==> src/rtl/fifo_ctrl_pkg.sv <==
// Shared sizing defaults and flag bundle for the FIFO pointer/flag controller.
// The occupancy counter is one bit wider than the pointers so it can reach MEM_SIZE.
package fifo_ctrl_pkg;

    function automatic int unsigned cnt_width(input int unsigned ptr_w);
        return ptr_w + 1;
    endfunction

    localparam int unsigned DefPtr     = 3;
    localparam int unsigned DefMemSize = 2 ** DefPtr;
    localparam int unsigned DefCntW    = cnt_width(DefPtr);

    typedef struct packed {
        logic full;
        logic empty;
        logic almost_full;
        logic almost_empty;
    } flags_t;

endpackage

==> src/rtl/fifo_ctrl_if.sv <==
// Request/threshold inputs and pointer/strobe/flag outputs of the FIFO controller.
// The master side is the producer/consumer/flow-control environment; the slave is fifo_ctrl.
interface fifo_ctrl_if
    import fifo_ctrl_pkg::*;
#(
    parameter int unsigned PTR   = DefPtr,
    parameter int unsigned CNT_W = DefCntW
) ();

    logic             push_req;
    logic             pop_req;
    logic [CNT_W-1:0] af_thr;
    logic [CNT_W-1:0] ae_thr;
    logic [PTR-1:0]   wr_ptr;
    logic [PTR-1:0]   rd_ptr;
    logic             push;
    logic             pop;
    logic [CNT_W-1:0] count;
    logic             full;
    logic             empty;
    logic             almost_full;
    logic             almost_empty;
    logic             overflow_err;
    logic             underflow_err;

    modport master (
        output push_req, pop_req, af_thr, ae_thr,
        input  wr_ptr, rd_ptr, push, pop, count, full, empty,
        input  almost_full, almost_empty, overflow_err, underflow_err
    );

    modport slave (
        input  push_req, pop_req, af_thr, ae_thr,
        output wr_ptr, rd_ptr, push, pop, count, full, empty,
        output almost_full, almost_empty, overflow_err, underflow_err
    );

endinterface

==> src/rtl/fifo_ptr_cnt.sv <==
// Wrapping W-bit pointer with advance enable and synchronous active-low clear.
module fifo_ptr_cnt #(
    parameter int unsigned W = 3
) (
    input  logic         clk,
    input  logic         reset,
    input  logic         en_i,
    output logic [W-1:0] ptr_o
);

    logic [W-1:0] ptr_q, ptr_d;

    // Natural W-bit overflow gives the MEM_SIZE-1 -> 0 wrap since MEM_SIZE == 2**W.
    assign ptr_d = en_i ? ptr_q + W'(1) : ptr_q;

    always_ff @(posedge clk) begin
        if (!reset) begin
            ptr_q <= '0;
        end else begin
            ptr_q <= ptr_d;
        end
    end

    assign ptr_o = ptr_q;

endmodule

==> src/rtl/fifo_ctrl.sv <==
// FIFO pointer and flag controller: qualifies push/pop against full/empty, tracks
// occupancy, derives threshold flags and holds sticky overflow/underflow errors.
module fifo_ctrl
    import fifo_ctrl_pkg::*;
#(
    parameter int unsigned PTR      = DefPtr,
    parameter int unsigned MEM_SIZE = 2 ** PTR,
    parameter int unsigned CNT_W    = cnt_width(PTR)
) (
    input logic        clk,
    input logic        reset,
    fifo_ctrl_if.slave bus
);

    logic [CNT_W-1:0] count_q, count_d;
    logic             ovf_q, ovf_d;
    logic             unf_q, unf_d;
    logic             push, pop;
    logic [PTR-1:0]   wr_ptr, rd_ptr;
    flags_t           flags;

    always_comb begin
        flags.full         = (count_q == CNT_W'(MEM_SIZE));
        flags.empty        = (count_q == '0);
        flags.almost_full  = (count_q >= bus.af_thr);
        flags.almost_empty = (count_q <= bus.ae_thr);
    end

    // Strobes are gated by reset so a request in a reset cycle never reaches memory.
    assign push = reset && bus.push_req && !flags.full;
    assign pop  = reset && bus.pop_req && !flags.empty;

    always_comb begin
        count_d = count_q;
        case ({push, pop})
            2'b10:   count_d = count_q + CNT_W'(1);
            2'b01:   count_d = count_q - CNT_W'(1);
            default: count_d = count_q;
        endcase
    end

    assign ovf_d = ovf_q | (bus.push_req & flags.full);
    assign unf_d = unf_q | (bus.pop_req & flags.empty);

    always_ff @(posedge clk) begin
        if (!reset) begin
            count_q <= '0;
            ovf_q   <= 1'b0;
            unf_q   <= 1'b0;
        end else begin
            count_q <= count_d;
            ovf_q   <= ovf_d;
            unf_q   <= unf_d;
        end
    end

    fifo_ptr_cnt #(.W(PTR)) u_wr_ptr (
        .clk   (clk),
        .reset (reset),
        .en_i  (push),
        .ptr_o (wr_ptr)
    );

    fifo_ptr_cnt #(.W(PTR)) u_rd_ptr (
        .clk   (clk),
        .reset (reset),
        .en_i  (pop),
        .ptr_o (rd_ptr)
    );

    assign bus.wr_ptr        = wr_ptr;
    assign bus.rd_ptr        = rd_ptr;
    assign bus.push          = push;
    assign bus.pop           = pop;
    assign bus.count         = count_q;
    assign bus.full          = flags.full;
    assign bus.empty         = flags.empty;
    assign bus.almost_full   = flags.almost_full;
    assign bus.almost_empty  = flags.almost_empty;
    assign bus.overflow_err  = ovf_q;
    assign bus.underflow_err = unf_q;

endmodule

==> src/flat_wrapper.sv <==
// flat-port wrapper written by rule: the top's interface ports become plain ports
module fifo_ctrl_flat import fifo_ctrl_pkg::*;
#(
    parameter int unsigned PTR      = DefPtr,
    parameter int unsigned MEM_SIZE = 2 ** PTR,
    parameter int unsigned CNT_W    = cnt_width(PTR)
)
  (clk, reset, bus_push_req, bus_pop_req, bus_af_thr, bus_ae_thr, bus_wr_ptr, bus_rd_ptr, bus_push, bus_pop, bus_count, bus_full, bus_empty, bus_almost_full, bus_almost_empty, bus_overflow_err, bus_underflow_err);
  fifo_ctrl_if #(.PTR(PTR), .CNT_W(CNT_W)) bus_i ();
  input logic clk;
  input logic reset;
  input wire logic [$bits(bus_i.push_req)-1:0] bus_push_req;
  input wire logic [$bits(bus_i.pop_req)-1:0] bus_pop_req;
  input wire logic [$bits(bus_i.af_thr)-1:0] bus_af_thr;
  input wire logic [$bits(bus_i.ae_thr)-1:0] bus_ae_thr;
  output wire logic [$bits(bus_i.wr_ptr)-1:0] bus_wr_ptr;
  output wire logic [$bits(bus_i.rd_ptr)-1:0] bus_rd_ptr;
  output wire logic [$bits(bus_i.push)-1:0] bus_push;
  output wire logic [$bits(bus_i.pop)-1:0] bus_pop;
  output wire logic [$bits(bus_i.count)-1:0] bus_count;
  output wire logic [$bits(bus_i.full)-1:0] bus_full;
  output wire logic [$bits(bus_i.empty)-1:0] bus_empty;
  output wire logic [$bits(bus_i.almost_full)-1:0] bus_almost_full;
  output wire logic [$bits(bus_i.almost_empty)-1:0] bus_almost_empty;
  output wire logic [$bits(bus_i.overflow_err)-1:0] bus_overflow_err;
  output wire logic [$bits(bus_i.underflow_err)-1:0] bus_underflow_err;
  assign bus_i.push_req = bus_push_req;
  assign bus_i.pop_req = bus_pop_req;
  assign bus_i.af_thr = bus_af_thr;
  assign bus_i.ae_thr = bus_ae_thr;
  assign bus_wr_ptr = bus_i.wr_ptr;
  assign bus_rd_ptr = bus_i.rd_ptr;
  assign bus_push = bus_i.push;
  assign bus_pop = bus_i.pop;
  assign bus_count = bus_i.count;
  assign bus_full = bus_i.full;
  assign bus_empty = bus_i.empty;
  assign bus_almost_full = bus_i.almost_full;
  assign bus_almost_empty = bus_i.almost_empty;
  assign bus_overflow_err = bus_i.overflow_err;
  assign bus_underflow_err = bus_i.underflow_err;
  fifo_ctrl #(.PTR(PTR), .MEM_SIZE(MEM_SIZE), .CNT_W(CNT_W)) u_core (.clk(clk), .reset(reset), .bus(bus_i));
endmodule
==> config.mk <==
export PLATFORM = sky130hd
export DESIGN_NAME = fifo_ctrl_flat
export DESIGN_NICKNAME = d
export VERILOG_FILES = /design/src/rtl/fifo_ctrl_pkg.sv /design/src/rtl/fifo_ctrl_if.sv /design/src/rtl/fifo_ptr_cnt.sv /design/src/rtl/fifo_ctrl.sv /design/src/flat_wrapper.sv
export SDC_FILE = /design/constraint.sdc
export NUM_CORES = 1
export LEC_CHECK = 0
export BUFFER_PORTS_ARGS = -buffer_cell sky130_fd_sc_hd__buf_4
export CORE_UTILIZATION = 40
export DETAILED_ROUTE_END_ITERATION = 8
export PLACE_DENSITY = 0.76
export SLEW_MARGIN = 10
export SYNTH_ARGS = -nofsm -noshare
export SYNTH_HDL_FRONTEND = slang
export SYNTH_HIERARCHICAL = 1
export SYNTH_SLANG_ARGS = --single-unit
export TNS_END_PERCENT = 10
==> constraint.sdc <==
create_clock -name clk -period 2.4 [get_ports clk]
set_clock_uncertainty 0.15 [all_clocks]
set_input_delay 0.48 -clock clk [delete_from_list [all_inputs] [get_ports clk]]
set_output_delay 0.48 -clock clk [all_outputs]
set_load 0.02 [all_outputs]
==> impl_metrics.env <==
export IMPL_grt_util_met2_pct=24.2
export IMPL_vias_per_cell=4.69
export IMPL_finalMaxSlewViolations=0
export IMPL_clkPwrFrac_pct=25.6
export IMPL_clock_sinks=12
export IMPL_synthAdderAreaFrac_pct=22.8
export IMPL_ir_worst_vdd_mv=0.376
export IMPL_wl_um=1490
export IMPL_cts_htree_levels=1
export IMPL_ys_seq_area_share_pct=30.0
export IMPL_stdcell_count=149
export IMPL_die_area_um2=2180
export IMPL_clk_pin_slew_ns=0.08
export IMPL_rsz0062_at_grt="yes"
export IMPL_r2r_end="u_core/bus.count[3]"
export IMPL_path_cells="inv_2 -> ha_4 -> nand2b_4 -> a21o_1 -> a21o_1 -> a21o_1 -> buf_4"
export IMPL_finalHoldViolations=0
export IMPL_antenna_found_initial=0
export IMPL_arrival_ns=1.69
export IMPL_hp_start="bus_pop_req"
export IMPL_p_sw_share_pct=31.7
export IMPL_crit_buf_inv=2
export IMPL_holdPathStages=3
export IMPL_numCtsBuffers=3
export IMPL_dr_total_vias=699
export IMPL_cts_buffer_depth=2
export IMPL_drtIter0Drc=7
export IMPL_root_buffer="clkbuf_4"
export IMPL_final_cell_mix="buf_4, inv_1, ha_1"
export IMPL_busiest_layer="met2"
export IMPL_power_density_nw_per_um2=529
export IMPL_critPathLaunchType="register"
export IMPL_core_um2=1800
export IMPL_tritoncts="yes"
export IMPL_grt_start_max_net_pins=18
export IMPL_syn2layout_area_growth_pct=47.2
export IMPL_place_gp_congestion=0.716
export IMPL_synth_top_family_by_area="adder cells"
export IMPL_slowest_delay_ns=0.35
export IMPL_grt_pass1_vias=566
export IMPL_die_x_um=46.7
export IMPL_synth_distinct_cells=22
export IMPL_row_count=15
export IMPL_setup_viol=0
export IMPL_netlist_instances=89
export IMPL_first_pass_iters=2
export IMPL_cellLeakagePower_nw=0.635
export IMPL_switchingPower_w=0.000198
export IMPL_synth_compound_area_share_pct=10.0
export IMPL_status="finished, final reports clean"
export IMPL_cts_hold_buffers_added=0
export IMPL_ant_nets=0
export IMPL_post_route_min_period_ns=2.32
export IMPL_critical_path_slowest_cell="dfxtp_4"
export IMPL_mostFrequentLayoutCell="buf_4"
export IMPL_use_met3_pct=6.92
export IMPL_clock_fmax_mhz=432
export IMPL_syn_area_um2=801
export IMPL_dp_hpwl_um=1190
export IMPL_comb_power_share_pct=37.3
export IMPL_synthMuxAreaShare_pct=7.50
export IMPL_cp_end_kind="primary output"
export IMPL_pwr_share_seq_pct=37.1
export IMPL_grt_usage_pct=15.7
export IMPL_max_slew_margin_pct=76.9
export IMPL_crit_type="reg -> out"
export IMPL_fin_crit_sh_pct=96.5
export IMPL_hp_class="in -> reg"
export IMPL_worst_r2r_path_depth=9
export IMPL_synth_xor_area_share_pct=4.38
export IMPL_drc=0
export IMPL_grt_remaining_overflow=0
export IMPL_synth_fp_nets=115
export IMPL_diodes=0
export IMPL_ios=30
export IMPL_whs_endpoint="u_core/bus.underflow_err"
export IMPL_portBuffers=29
export IMPL_tightestPinTransition_ns=0.346
export IMPL_critPathTopFamily="compound AO/OA/AOI/OAI gates"
export IMPL_final_nets=151
export IMPL_cap_violations=0
export IMPL_cp_required_ns=1.77
export IMPL_postLayoutCoreUtil_pct=65.4
export IMPL_grt_pass1_wl_um=2370
export IMPL_worst_path_stages=7
export IMPL_worstSkewPairLatency_ns=0.28
export IMPL_ys_warn_count=6
export IMPL_start_util_pct=44.4
export IMPL_intPower_w=0.000426
export IMPL_crit_fanout=3
export IMPL_syn_area_per_cell_um2=9.00
export IMPL_dieHeight_um=46.7
export IMPL_rrSetupSlack_ns=0.09
export IMPL_synthSimpleGateAreaFrac_pct=20.2
export IMPL_met1_usage_pct=19.8
export IMPL_r2r_start="u_core/bus.count[0]"
export IMPL_drive_above_1_share_pct=37.9
export IMPL_ys_ff_latch=12
export IMPL_cp_common_cell="a21o_1"
export IMPL_dp_cells=144
export IMPL_wire_per_inst_um=10.0
layer usage:
layer  routed length, um  vias up  share of wire, %
li1                    -      370                 -
met1                 666      314                45
met2                 753       13                50
met3                  56        2               3.7
met4                  18        0               1.2
met5                   0        -                 0
tightest hold or removal path: stages:
cell     delay, ns
buf_4         0.08
a21oi_1       0.05
nor2b_1       0.09
layout make-up:
cell class	count	area, um2
flip-flops and latches	12	251
well taps	25	31.3
clock buffers	4	36.3
fillers	155	623
multi-input cells	66	586
inverters	11	41.3
repair buffers	31	233
sequential cells by signal, summed over array words and instances, names as in the netlist:
signal	cells
u_core/u_rd_ptr/ptr_o	3
u_core/bus.underflow_err	1
u_core/bus.count	4
u_core/bus.overflow_err	1
u_core/u_wr_ptr/ptr_o	3
synth_stat cells:
cell	n	share of area (%)
nor2b_1	5	3.9
xor2_1	3	3.3
nand2_1	9	4.2
nor4_2	1	1.6
a31oi_1	1	0.78
nor2_1	3	1.4
inv_1	11	5.2
o21ai_0	3	1.9
o21a_1	2	1.9
xnor2_1	1	1.1
mux2i_1	6	7.5
nand2b_1	4	3.1
nand4_1	1	0.78
nand3_1	1	0.62
fa_1	1	2.5
ha_1	13	20
dfxtp_1	12	30
a21oi_2	1	1.1
a21oi_1	1	0.62
nor3_1	1	0.62
a21o_1	4	3.8
and2_1	5	3.9
power by group through the flow:
stage	logic [W]	registers [W]	clock network, W
after floorplan	0.000121	0.000252	0
after global placement	0.000205	0.000239	0
after detailed placement	0.000211	0.000240	0
after CTS	0.000221	0.000230	0.000166
after global routing	0.000260	0.000234	0.000182
final	0.000233	0.000231	0.000160
worst max-delay path by stage:
stage	from	to
5_1_grt	u_core/bus.count[0]	bus_almost_full
6_report	u_core/bus.count[0]	bus_almost_full
4_1_cts	u_core/bus.count[1]	bus_almost_empty
3_3_place_gp	bus_af_thr[0]	bus_almost_full
3_5_place_dp	bus_af_thr[0]	bus_almost_full
2_1_floorplan	u_core/bus.count[2]	u_core/bus.count[3]
per-stage QoR:
stage | TNS [ns] | setup WS (ns) | area (um2) | hold WS [ns] | power [W]
global placement | 0 | 0.145 | 1090 | 0.308 | 0.000444
detailed placement | 0 | 0.120 | 1090 | 0.324 | 0.000450
finish | 0 | 0.0840 | 1180 | 0.308 | 0.000624
CTS | 0 | 0.0142 | 1140 | 0.298 | 0.000618
floorplan | 0 | 0.0186 | 836 | 0.391 | 0.000373
global route | -0.0214 | -0.0114 | 1180 | 0.310 | 0.000676
kinds of logic (layout without fill, tap and decap cells):
group	count (synthesis)	count (layout)
adder cells (fa/ha/maj)	14	14
AND/OR/NAND/NOR	30	30
AO/OA/AOI/OAI	12	12
flip-flops	12	12
multiplexers	6	6
XOR/XNOR	4	4
buffers and inverters	11	46
what timing repair did:
action                                  4_1_cts  5_1_grt
hold endpoints to repair                      0        0
endpoints found under the setup margin        1        4
setup buffers                                 1        0
resized for setup                             2        5
No activity file was read; power rests on OpenSTA's default activity.
